==> src/rtl/ffstdp_pkg.sv <==
// Shared state encoding, lane widths and weight saturation for the FF-STDP sweep.
package ffstdp_pkg;

  localparam int WEIGHT_WIDTH              = 8;
  localparam int PRE_NEUR_DATA_WIDTH       = 8;
  localparam int POST_NEUR_SPIKE_CNT_WIDTH = 7;
  localparam int LANE_DELTA_W              = PRE_NEUR_DATA_WIDTH + POST_NEUR_SPIKE_CNT_WIDTH;
  // Two guard bits: one for the weight sign, one for add/subtract overflow.
  localparam int LANE_SUM_W                = LANE_DELTA_W + 2;

  localparam logic signed [LANE_SUM_W-1:0] W_MAX = LANE_SUM_W'((2 ** (WEIGHT_WIDTH - 1)) - 1);
  localparam logic signed [LANE_SUM_W-1:0] W_MIN = LANE_SUM_W'(-(2 ** (WEIGHT_WIDTH - 1)));

  typedef enum logic [2:0] {
    ST_IDLE,
    ST_PRE_FETCH,
    ST_PRE_CHK,
    ST_RD,
    ST_WR,
    ST_FIN
  } sweep_state_e;

  function automatic logic [WEIGHT_WIDTH-1:0] satWeight(input logic signed [LANE_SUM_W-1:0] value);
    logic [WEIGHT_WIDTH-1:0] result;
    if (value > W_MAX) begin
      result = W_MAX[WEIGHT_WIDTH-1:0];
    end else if (value < W_MIN) begin
      result = W_MIN[WEIGHT_WIDTH-1:0];
    end else begin
      result = value[WEIGHT_WIDTH-1:0];
    end
    return result;
  endfunction

endpackage

==> src/rtl/ffstdp_lane.sv <==
// Single-weight FF-STDP update: w +/- (pre*post >> LR_SHIFT), saturated to the signed weight range.
module ffstdp_lane
  import ffstdp_pkg::*;
#(
  parameter int LR_SHIFT = 6
) (
  input  logic [WEIGHT_WIDTH-1:0]              weight_i,
  input  logic [POST_NEUR_SPIKE_CNT_WIDTH-1:0] post_cnt_i,
  input  logic [PRE_NEUR_DATA_WIDTH-1:0]       pre_cnt_i,
  input  logic                                 is_pos_i,
  output logic [WEIGHT_WIDTH-1:0]              weight_o
);

  logic        [LANE_DELTA_W-1:0] product;
  logic        [LANE_DELTA_W-1:0] delta;
  logic signed [LANE_SUM_W-1:0]   weightExt;
  logic signed [LANE_SUM_W-1:0]   deltaExt;
  logic signed [LANE_SUM_W-1:0]   sum;

  // Counts are unsigned; the product is kept full width before the learning-rate shift.
  always_comb begin
    product   = LANE_DELTA_W'(pre_cnt_i) * LANE_DELTA_W'(post_cnt_i);
    delta     = product >> LR_SHIFT;
    weightExt = {{(LANE_SUM_W - WEIGHT_WIDTH){weight_i[WEIGHT_WIDTH-1]}}, weight_i};
    deltaExt  = {{(LANE_SUM_W - LANE_DELTA_W){1'b0}}, delta};
    sum       = is_pos_i ? (weightExt + deltaExt) : (weightExt - deltaExt);
    weight_o  = satWeight(sum);
  end

endmodule

==> src/rtl/synaptic_update_engine.sv <==
// End-of-sample FF-STDP sweep over the synaptic SRAM; passes host accesses through while idle.
// Build option: define SYN_ROW_SKIP_EN to skip rows whose pre-neuron spike count is zero.
module synaptic_update_engine
  import ffstdp_pkg::*;
#(
  parameter int INPUT_NEURON              = 784,
  parameter int ROW_WORDS                 = 64,
  parameter int POST_NEUR_PARALLEL        = 4,
  parameter int SYN_ARRAY_ADDR_WIDTH      = 16,
  parameter int PRE_NEUR_ADDR_WIDTH       = 10,
  parameter int POST_NEUR_WORD_ADDR_WIDTH = 8,
  parameter int LR_SHIFT                  = 6
) (
  input  logic                                                   clk_i,
  input  logic                                                   rst_i,
  input  logic                                                   start_i,
  input  logic                                                   is_pos_i,
  input  logic                                                   is_train_i,
  output logic                                                   busy_o,
  output logic                                                   done_o,
  input  logic                                                   host_cs_i,
  input  logic                                                   host_we_i,
  input  logic [SYN_ARRAY_ADDR_WIDTH-1:0]                        host_addr_i,
  input  logic [POST_NEUR_PARALLEL*WEIGHT_WIDTH-1:0]             host_wdata_i,
  output logic                                                   synarray_cs_o,
  output logic                                                   synarray_we_o,
  output logic [SYN_ARRAY_ADDR_WIDTH-1:0]                        synarray_addr_o,
  output logic [POST_NEUR_PARALLEL*WEIGHT_WIDTH-1:0]             synarray_wdata_o,
  input  logic [POST_NEUR_PARALLEL*WEIGHT_WIDTH-1:0]             synarray_rdata_i,
  output logic [PRE_NEUR_ADDR_WIDTH-1:0]                         pre_neur_addr_o,
  input  logic [PRE_NEUR_DATA_WIDTH-1:0]                         pre_neur_s_cnt_i,
  output logic [POST_NEUR_WORD_ADDR_WIDTH-1:0]                   post_neur_word_addr_o,
  input  logic [POST_NEUR_PARALLEL*POST_NEUR_SPIKE_CNT_WIDTH-1:0] post_neur_s_cnt_i
);

  localparam int WORD_W = POST_NEUR_PARALLEL * WEIGHT_WIDTH;

  sweep_state_e                             state_q, state_d;
  logic [PRE_NEUR_ADDR_WIDTH-1:0]           row_q, row_d;
  logic [POST_NEUR_WORD_ADDR_WIDTH-1:0]     word_q, word_d;
  logic [SYN_ARRAY_ADDR_WIDTH-1:0]          base_q, base_d;
  logic [PRE_NEUR_DATA_WIDTH-1:0]           preCnt_q, preCnt_d;
  logic                                     isPos_q, isPos_d;
  logic                                     busy_q, busy_d;
  logic                                     done_q, done_d;

  logic                                     lastRow;
  logic                                     lastWord;
  logic                                     rowEnd;
  logic [SYN_ARRAY_ADDR_WIDTH-1:0]          sweepAddr;
  logic [WEIGHT_WIDTH-1:0]                  laneWeight [POST_NEUR_PARALLEL];
  logic [WORD_W-1:0]                        laneWord;

  assign lastRow   = (row_q == PRE_NEUR_ADDR_WIDTH'(INPUT_NEURON - 1));
  assign lastWord  = (word_q == POST_NEUR_WORD_ADDR_WIDTH'(ROW_WORDS - 1));
  // Row base advances by ROW_WORDS per row, so the word address is a plain add.
  assign sweepAddr = base_q + SYN_ARRAY_ADDR_WIDTH'(word_q);

  assign busy_o                = busy_q;
  assign done_o                = done_q;
  assign pre_neur_addr_o       = row_q;
  assign post_neur_word_addr_o = word_q;

  always_ff @(posedge clk_i) begin
    if (rst_i) begin
      state_q  <= ST_IDLE;
      row_q    <= '0;
      word_q   <= '0;
      base_q   <= '0;
      preCnt_q <= '0;
      isPos_q  <= 1'b0;
      busy_q   <= 1'b0;
      done_q   <= 1'b0;
    end else begin
      state_q  <= state_d;
      row_q    <= row_d;
      word_q   <= word_d;
      base_q   <= base_d;
      preCnt_q <= preCnt_d;
      isPos_q  <= isPos_d;
      busy_q   <= busy_d;
      done_q   <= done_d;
    end
  end

  always_comb begin
    state_d  = state_q;
    row_d    = row_q;
    word_d   = word_q;
    base_d   = base_q;
    preCnt_d = preCnt_q;
    isPos_d  = isPos_q;
    done_d   = 1'b0;
    rowEnd   = 1'b0;

    case (state_q)
      ST_IDLE: begin
        if (start_i) begin
          if (is_train_i) begin
            state_d = ST_PRE_FETCH;
            row_d   = '0;
            word_d  = '0;
            base_d  = '0;
            isPos_d = is_pos_i;
          end else begin
            done_d = 1'b1;
          end
        end
      end
      ST_PRE_FETCH: state_d = ST_PRE_CHK;
      ST_PRE_CHK: begin
        preCnt_d = pre_neur_s_cnt_i;
`ifdef SYN_ROW_SKIP_EN
        if (pre_neur_s_cnt_i == '0) begin
          rowEnd = 1'b1;
        end else begin
          state_d = ST_RD;
        end
`else
        state_d = ST_RD;
`endif
      end
      ST_RD: state_d = ST_WR;
      ST_WR: begin
        if (lastWord) begin
          rowEnd = 1'b1;
        end else begin
          word_d  = word_q + POST_NEUR_WORD_ADDR_WIDTH'(1);
          state_d = ST_RD;
        end
      end
      ST_FIN: begin
        state_d = ST_IDLE;
        done_d  = 1'b1;
        row_d   = '0;
        word_d  = '0;
        base_d  = '0;
      end
      default: state_d = ST_IDLE;
    endcase

    if (rowEnd) begin
      word_d = '0;
      if (lastRow) begin
        state_d = ST_FIN;
      end else begin
        row_d   = row_q + PRE_NEUR_ADDR_WIDTH'(1);
        base_d  = base_q + SYN_ARRAY_ADDR_WIDTH'(ROW_WORDS);
        state_d = ST_PRE_FETCH;
      end
    end

    busy_d = (state_d != ST_IDLE);
  end

  // Host owns the SRAM only while idle and out of reset; sweep accesses otherwise.
  always_comb begin
    synarray_cs_o    = 1'b0;
    synarray_we_o    = 1'b0;
    synarray_addr_o  = '0;
    synarray_wdata_o = '0;
    case (state_q)
      ST_IDLE: begin
        if (!rst_i) begin
          synarray_cs_o    = host_cs_i;
          synarray_we_o    = host_we_i;
          synarray_addr_o  = host_addr_i;
          synarray_wdata_o = host_wdata_i;
        end
      end
      ST_RD: begin
        synarray_cs_o   = 1'b1;
        synarray_addr_o = sweepAddr;
      end
      ST_WR: begin
        synarray_cs_o    = 1'b1;
        synarray_we_o    = 1'b1;
        synarray_addr_o  = sweepAddr;
        synarray_wdata_o = laneWord;
      end
      default: ;
    endcase
  end

  for (genvar g = 0; g < POST_NEUR_PARALLEL; g++) begin : g_lane
    ffstdp_lane #(
      .LR_SHIFT(LR_SHIFT)
    ) u_lane (
      .weight_i  (synarray_rdata_i[g*WEIGHT_WIDTH +: WEIGHT_WIDTH]),
      .post_cnt_i(post_neur_s_cnt_i[g*POST_NEUR_SPIKE_CNT_WIDTH +: POST_NEUR_SPIKE_CNT_WIDTH]),
      .pre_cnt_i (preCnt_q),
      .is_pos_i  (isPos_q),
      .weight_o  (laneWeight[g])
    );
  end

  always_comb begin
    laneWord = '0;
    for (int l = 0; l < POST_NEUR_PARALLEL; l++) begin
      laneWord[l*WEIGHT_WIDTH +: WEIGHT_WIDTH] = laneWeight[l];
    end
  end

endmodule
==> config.mk <==
export PLATFORM = sky130hd
export DESIGN_NAME = synaptic_update_engine
export DESIGN_NICKNAME = d
export VERILOG_FILES = /design/src/rtl/ffstdp_pkg.sv /design/src/rtl/ffstdp_lane.sv /design/src/rtl/synaptic_update_engine.sv
export SDC_FILE = /design/constraint.sdc
export NUM_CORES = 1
export LEC_CHECK = 0
export BUFFER_PORTS_ARGS = -buffer_cell sky130_fd_sc_hd__buf_2
export CAP_MARGIN = 10
export CORE_AREA = 2 2 181 183
export CTS_CLUSTER_DIAMETER = 30
export DETAILED_ROUTE_END_ITERATION = 8
export DIE_AREA = 0 0 183 185
export GPL_TIMING_DRIVEN = 0
export PLACE_DENSITY_LB_ADDON = 0.25
export SLEW_MARGIN = 0
export SYNTH_ARGS = -nofsm -noshare
export SYNTH_HDL_FRONTEND = slang
export SYNTH_SLANG_ARGS = --single-unit
==> constraint.sdc <==
create_clock -name clk_i -period 18.4 [get_ports clk_i]
set_input_delay 1.84 -clock clk_i [delete_from_list [all_inputs] [get_ports clk_i]]
set_output_delay 1.84 -clock clk_i [all_outputs]
set_load 0.02 [all_outputs]
==> out/metrics.cfg, run 1 <==
[setup_path]
critPathCaptureType = output pin
cp_data_arrival_time_ns = 9.29
worstSetupPathType = in2out
worst_path_max_delay_cell = fa_1
r2r_setup_slack_ns = 15.17
critical_path.max_stage_delay_ns = 0.55
critical_path.top_delay_family = adder cells
cp.required_ns = 16.56
path_buf_inv = 6
cp_max_fo = 8
cp-start-kind = primary input

[power]
power_density_nw_per_um2 = 84.8
p_leak_nw = 7.52
peakVddDrop_v = 0.0000492

[yosys]
synthTopCellsByArea = fa_1, ha_1, and2_1
syn-cell-area_um2 = 12700
yosysSeqAreaShare_pct = 7.59
ys_ff_latch = 48
synth_top_area_cell = fa_1
ys.flop_type = dfxtp_1
ys_warn_count = 0
ys_types = 86
synth.most_common_cell = and2_1
ys_top_cells_by_count = and2_1, ha_1, nand2_1, inv_1, fa_1
syn_area_per_cell_um2 = 8.24
synth_edf_count = 0
netlist_instances = 1537
synthArstFlopShare_pct = 0
synth_top_area_share_pct = 18.5
syn_nets = 1957

[timing]
finalCriticalPeriod_ns = 11.13
fmax_mhz = 89.8
hold_viol_final = 0
max_slew_margin_pct = 15.0
drv_slew = 0
period_share_pct = 60.5
fin_ws_ns = 7.27
tns_ns = 0
worst_slew_pin_slew_ns = 1.27
rsz0062_at_grt = false
fin_worst_skew_ns = 0.00323
setup_viol = 0

[run]
maxCapViolCount = 0

[cells_and_area]
multi_input_area_um2 = 11000
seqCellArea_um2 = 961
drive_gt1_share_pct = 14.1
synthToLayoutAreaGrowth_pct = 13.3
n_fill_cell = 3243
layout.nets = 2156

[global_route]
antenna_found_initial = 5
grt_pass1_vias = 11600
grt_pass1_wl_mm = 57.9
grt_remaining_overflow = 0
track_usage_pct = 21.1
grt_max_degree = 17

[clock_network]
cts_tree = yes
cts_setup_buffers = 0
clk_path_buf_depth = 2
path_clk_slew_ns = 0.08
holdBufCountCts = 0
root_buffer = clkbuf_16
clkSinkCount = 48
cts_made_buffers = 5
post_cts_resized = 0
h-tree-depth = 2
clk_latency_ns = 0.30

[status]
status = completed

[placement]
routabilityCongestion = 0.826
io_buffer_count = 191
pre_cts_ws_ns = 7.35
dp.final_hpwl_mm = 28.7

[detailed_routing]
drt-initial-drc-count = 494
routed_via_density = 5.38
postRouteAntennaNets = 0
drt-total-wl_mm = 34.9
vias = 11600
drc_errors = 0
dr.pass1.iters = 7
wl_per_cell_um = 16.3

[floorplanning]
ios = 193
rows = 66
dieArea_um2 = 33900
initial_core_util_pct = 39.5
coreArea_um2 = 32000
die_h_um = 185
fp.dieW_um = 183

[worst_hold_path]
min_path_type = reg2reg

[worst paths after layout]
path,startpoint,end,cells after the start
worst max-delay path,post_neur_s_cnt_i[3],synarray_wdata_o[3],31
worst min-delay path,base_q[3],base_q[3],1
worst max register to register,isPos_q,isPos_q,5
worst min register to register,base_q[3],base_q[3],1
[per-layer routing]
metal	vias to the layer above	wire [um]	track usage, %	share of wire [%]
li1	5702	-	-	-
met1	5566	15800	27.7	45
met2	250	16700	36.5	48
met3	37	1750	3.58	5.0
met4	4	584	4.29	1.7
met5	-	25	0	0.072
[area by class of cell]
cell class | instances | area share [%]
repair buffers | 192 | 6.71
well taps | 408 | 3.56
plain buffers | 53 | 1.43
diodes | 3 | 0.0523
clock inverters | 3 | 0.480
multi-input cells | 1311 | 76.9
clock buffers | 5 | 0.872
inverters | 125 | 3.27
flip-flops and latches | 48 | 6.70
[cell families after synthesis]
family	share of synthesized area [%]
DFF	7.59
adders and majority gates	36.3
AOI/OAI and AO/OA	17.8
buffers and inverters	5.32
xor gates and xnor gates	8.91
muxes	0.928
and+or+nand+nor	23.2
[sequential cells by signal (all words and copies together) (netlist names)]
signal and count:
done_o 1, state_q 3, busy_o 1, preCnt_q 8, post_neur_word_addr_o 8, isPos_q 1
base_q 16, pre_neur_addr_o 10
[per-stage QoR]
step	area, um^2	instances	utilization [%]	total power, mW	hold slack [ns]
6_report	14400	2148	44.8	1.22	0.493
5_1_grt	14300	2147	44.8	1.35	0.507
4_1_cts	14300	2145	44.8	1.22	0.493
3_5_place_dp	14100	2137	44.2	1.08	0.480
3_3_place_gp	14100	2136	44.1	1.07	0.474
2_1_floorplan	12700	1537	-	0.876	0.457
[layout by cell type, fill, tap and decap left out, drive strengths merged, types with 9 or more instances in the layout]
cell type  count
nor2          91
fa           117
ha           180
and2         184
xnor2         73
o211ai        19
dfxtp         48
a21o          28
o21bai        12
inv          125
nand4         13
nand2        130
or2            9
a221o         10
buf          200
nand3         38
o21ai         47
a22o          25
and3          16
xor2          55
a21oi         81
a22oi         10
nor3          18
a31oi         16
clkbuf        50
nand2b        15
or3           13
nor2b         10
[power breakdown]
group / internal (mW) / switching, mW / total (mW)
registers: 0.107 / 0.00300 / 0.110
logic: 0.415 / 0.563 / 0.978
clock network: 0.0787 / 0.0497 / 0.128
Note: power is estimated with default switching activity, not from simulation.
==> run 2: changes to the inputs <==
==> constraint.sdc (replaced) <==
create_clock -name clk_i -period 9.5 [get_ports clk_i]
set_input_delay 0.95 -clock clk_i [delete_from_list [all_inputs] [get_ports clk_i]]
set_output_delay 0.95 -clock clk_i [all_outputs]
set_load 0.02 [all_outputs]
==> run 2 against run 1 <==
  * Register-to-register slack worse by 8.8 ns
  * Combinational power rose by 97%
  * Clock power increased by 95%
  * Non-clock buffer count is the same
  * Highest routed layer unchanged
  * Flip-flop and latch count unchanged
  * Critical endpoint unchanged
  * Critical path type unchanged
==> out/metrics.cfg, run 2 (same netlist as run 1, synthesis figures left out) <==
[detailed_routing]
dr.pass1.iters = 9
drt-total-wl_mm = 34.9
routed_via_density = 5.39
drc_errors = 0
vias = 11600
wl_per_cell_um = 16.3
drt-initial-drc-count = 586
postRouteAntennaNets = 0

[cells_and_area]
stdcell_count = 2148
top_register = base_q
mostFrequentLayoutCells = buf_2, and2_1, ha_1
synthToLayoutAreaGrowth_pct = 13.8
final_util_pct = 45.0
largest_register_ffs = 16
final_common_cell = buf_2
layout.nets = 2156
drive_gt1_share_pct = 15.1

[power]
power_density_nw_per_um2 = 166
peakVddDrop_v = 0.0000953
p_leak_nw = 7.57

[floorplanning]
die_h_um = 185
dieArea_um2 = 33900
coreArea_um2 = 32000
rows = 66
fp.dieW_um = 183
ios = 193
initial_core_util_pct = 39.5

[timing]
period_share_pct = 95.6
finalCriticalPeriod_ns = 9.08
hold_viol_final = 0
drv_slew = 0
fmax_mhz = 110
tns_ns = 0
setup_viol = 0
rsz0062_at_grt = false
holdWs_ns = 0.494
fin_worst_skew_ns = 0.00452
worst_slew_pin_slew_ns = 1.27
max_slew_margin_pct = 15.3

[global_route]
grt_max_degree = 17
track_usage_pct = 21.1
antenna_found_initial = 5
grt_pass1_vias = 11600
grt_pass1_wl_mm = 57.9
grt_remaining_overflow = 0

[setup_path]
cp_max_fo = 8
cp-start-kind = primary input
worstSetupPathType = in2out
critical_path.max_stage_delay_ns = 0.55
cp.required_ns = 8.55
cp_data_arrival_time_ns = 8.13
critPathCaptureType = output pin
worst_path_max_delay_cell = fa_1

[clock_network]
clkSinkCount = 48
h-tree-depth = 2
cts_made_buffers = 5
clk_path_buf_depth = 2
clk_latency_ns = 0.30
cts_tree = yes
root_buffer = clkbuf_16
path_clk_slew_ns = 0.08
holdBufCountCts = 0

[placement]
routabilityCongestion = 0.826
dp.final_hpwl_mm = 28.7
dp_cells = 2137
io_buffer_count = 191

[run]
maxCapViolCount = 0

[worst_hold_path]
min_path_type = reg2reg

[status]
status = completed

-- run 2: routing by layer --
metal	up-vias	part of all wire, %	GRT usage, %
met5	-	0.072	0
met4	4	1.7	4.29
met3	40	5.0	3.58
met2	246	48	36.5
met1	5585	45	27.7
li1	5703	-	-
-- run 2: report_power, final --
group	switching [mW]	internal (mW)
sequential	0.00682	0.207
combinational	1.10	0.823
clock	0.0975	0.152
-- run 2: cell type report --
cell class | instances | area, um^2
antenna | 3 | 7.51
buffer | 52 | 220
clock buffer | 5 | 125
clock inverter | 3 | 68.8
fill | 3243 | 17600
inverter | 125 | 469
multi-input combinational | 1311 | 11100
sequential | 48 | 962
tap | 408 | 510
timing repair buffer | 193 | 971
-- run 2: final timing paths --
path | startpoint | end | slack (ns) | depth (start not counted)
worst max register to register | isPos_q | isPos_q | 6.33 | 5
worst min register to register | base_q[2] | base_q[2] | 0.49 | 1
worst min-delay path | base_q[2] | base_q[2] | 0.49 | 1
worst max-delay path | post_neur_s_cnt_i[3] | synarray_wdata_o[3] | 0.42 | 31
-- run 2: timing repair --
| item | in CTS | in global routing |
|---|---|---|
| endpoints found under the hold margin | 0 | 0 |
| pin swaps | 0 | 2 |
| resized for setup | 3 | 27 |
| setup endpoints to repair | 7 | 28 |
| setup buffers | 0 | 1 |
-- run 2: critical path, delay by kind of cell --
kind	cells	cell delay, ns
simple gates	5	1.08
xor+xnor	4	1.00
fa+ha+maj	6	2.80
buf+inv	6	0.54
compound gates	10	1.76
-- run 2: metrics by stage --
| step | cell area, um^2 | setup WS, ns | total power [mW] |
|---|---|---|---|
| 5_1_grt | 14400 | 0.0151 | 2.64 |
| 4_1_cts | 14300 | 0.0569 | 2.36 |
| 2_1_floorplan | 12700 | 1.15 | 1.70 |
| 3_3_place_gp | 14100 | 0.311 | 2.07 |
| 6_report | 14400 | 0.415 | 2.39 |
| 3_5_place_dp | 14100 | 0.185 | 2.10 |
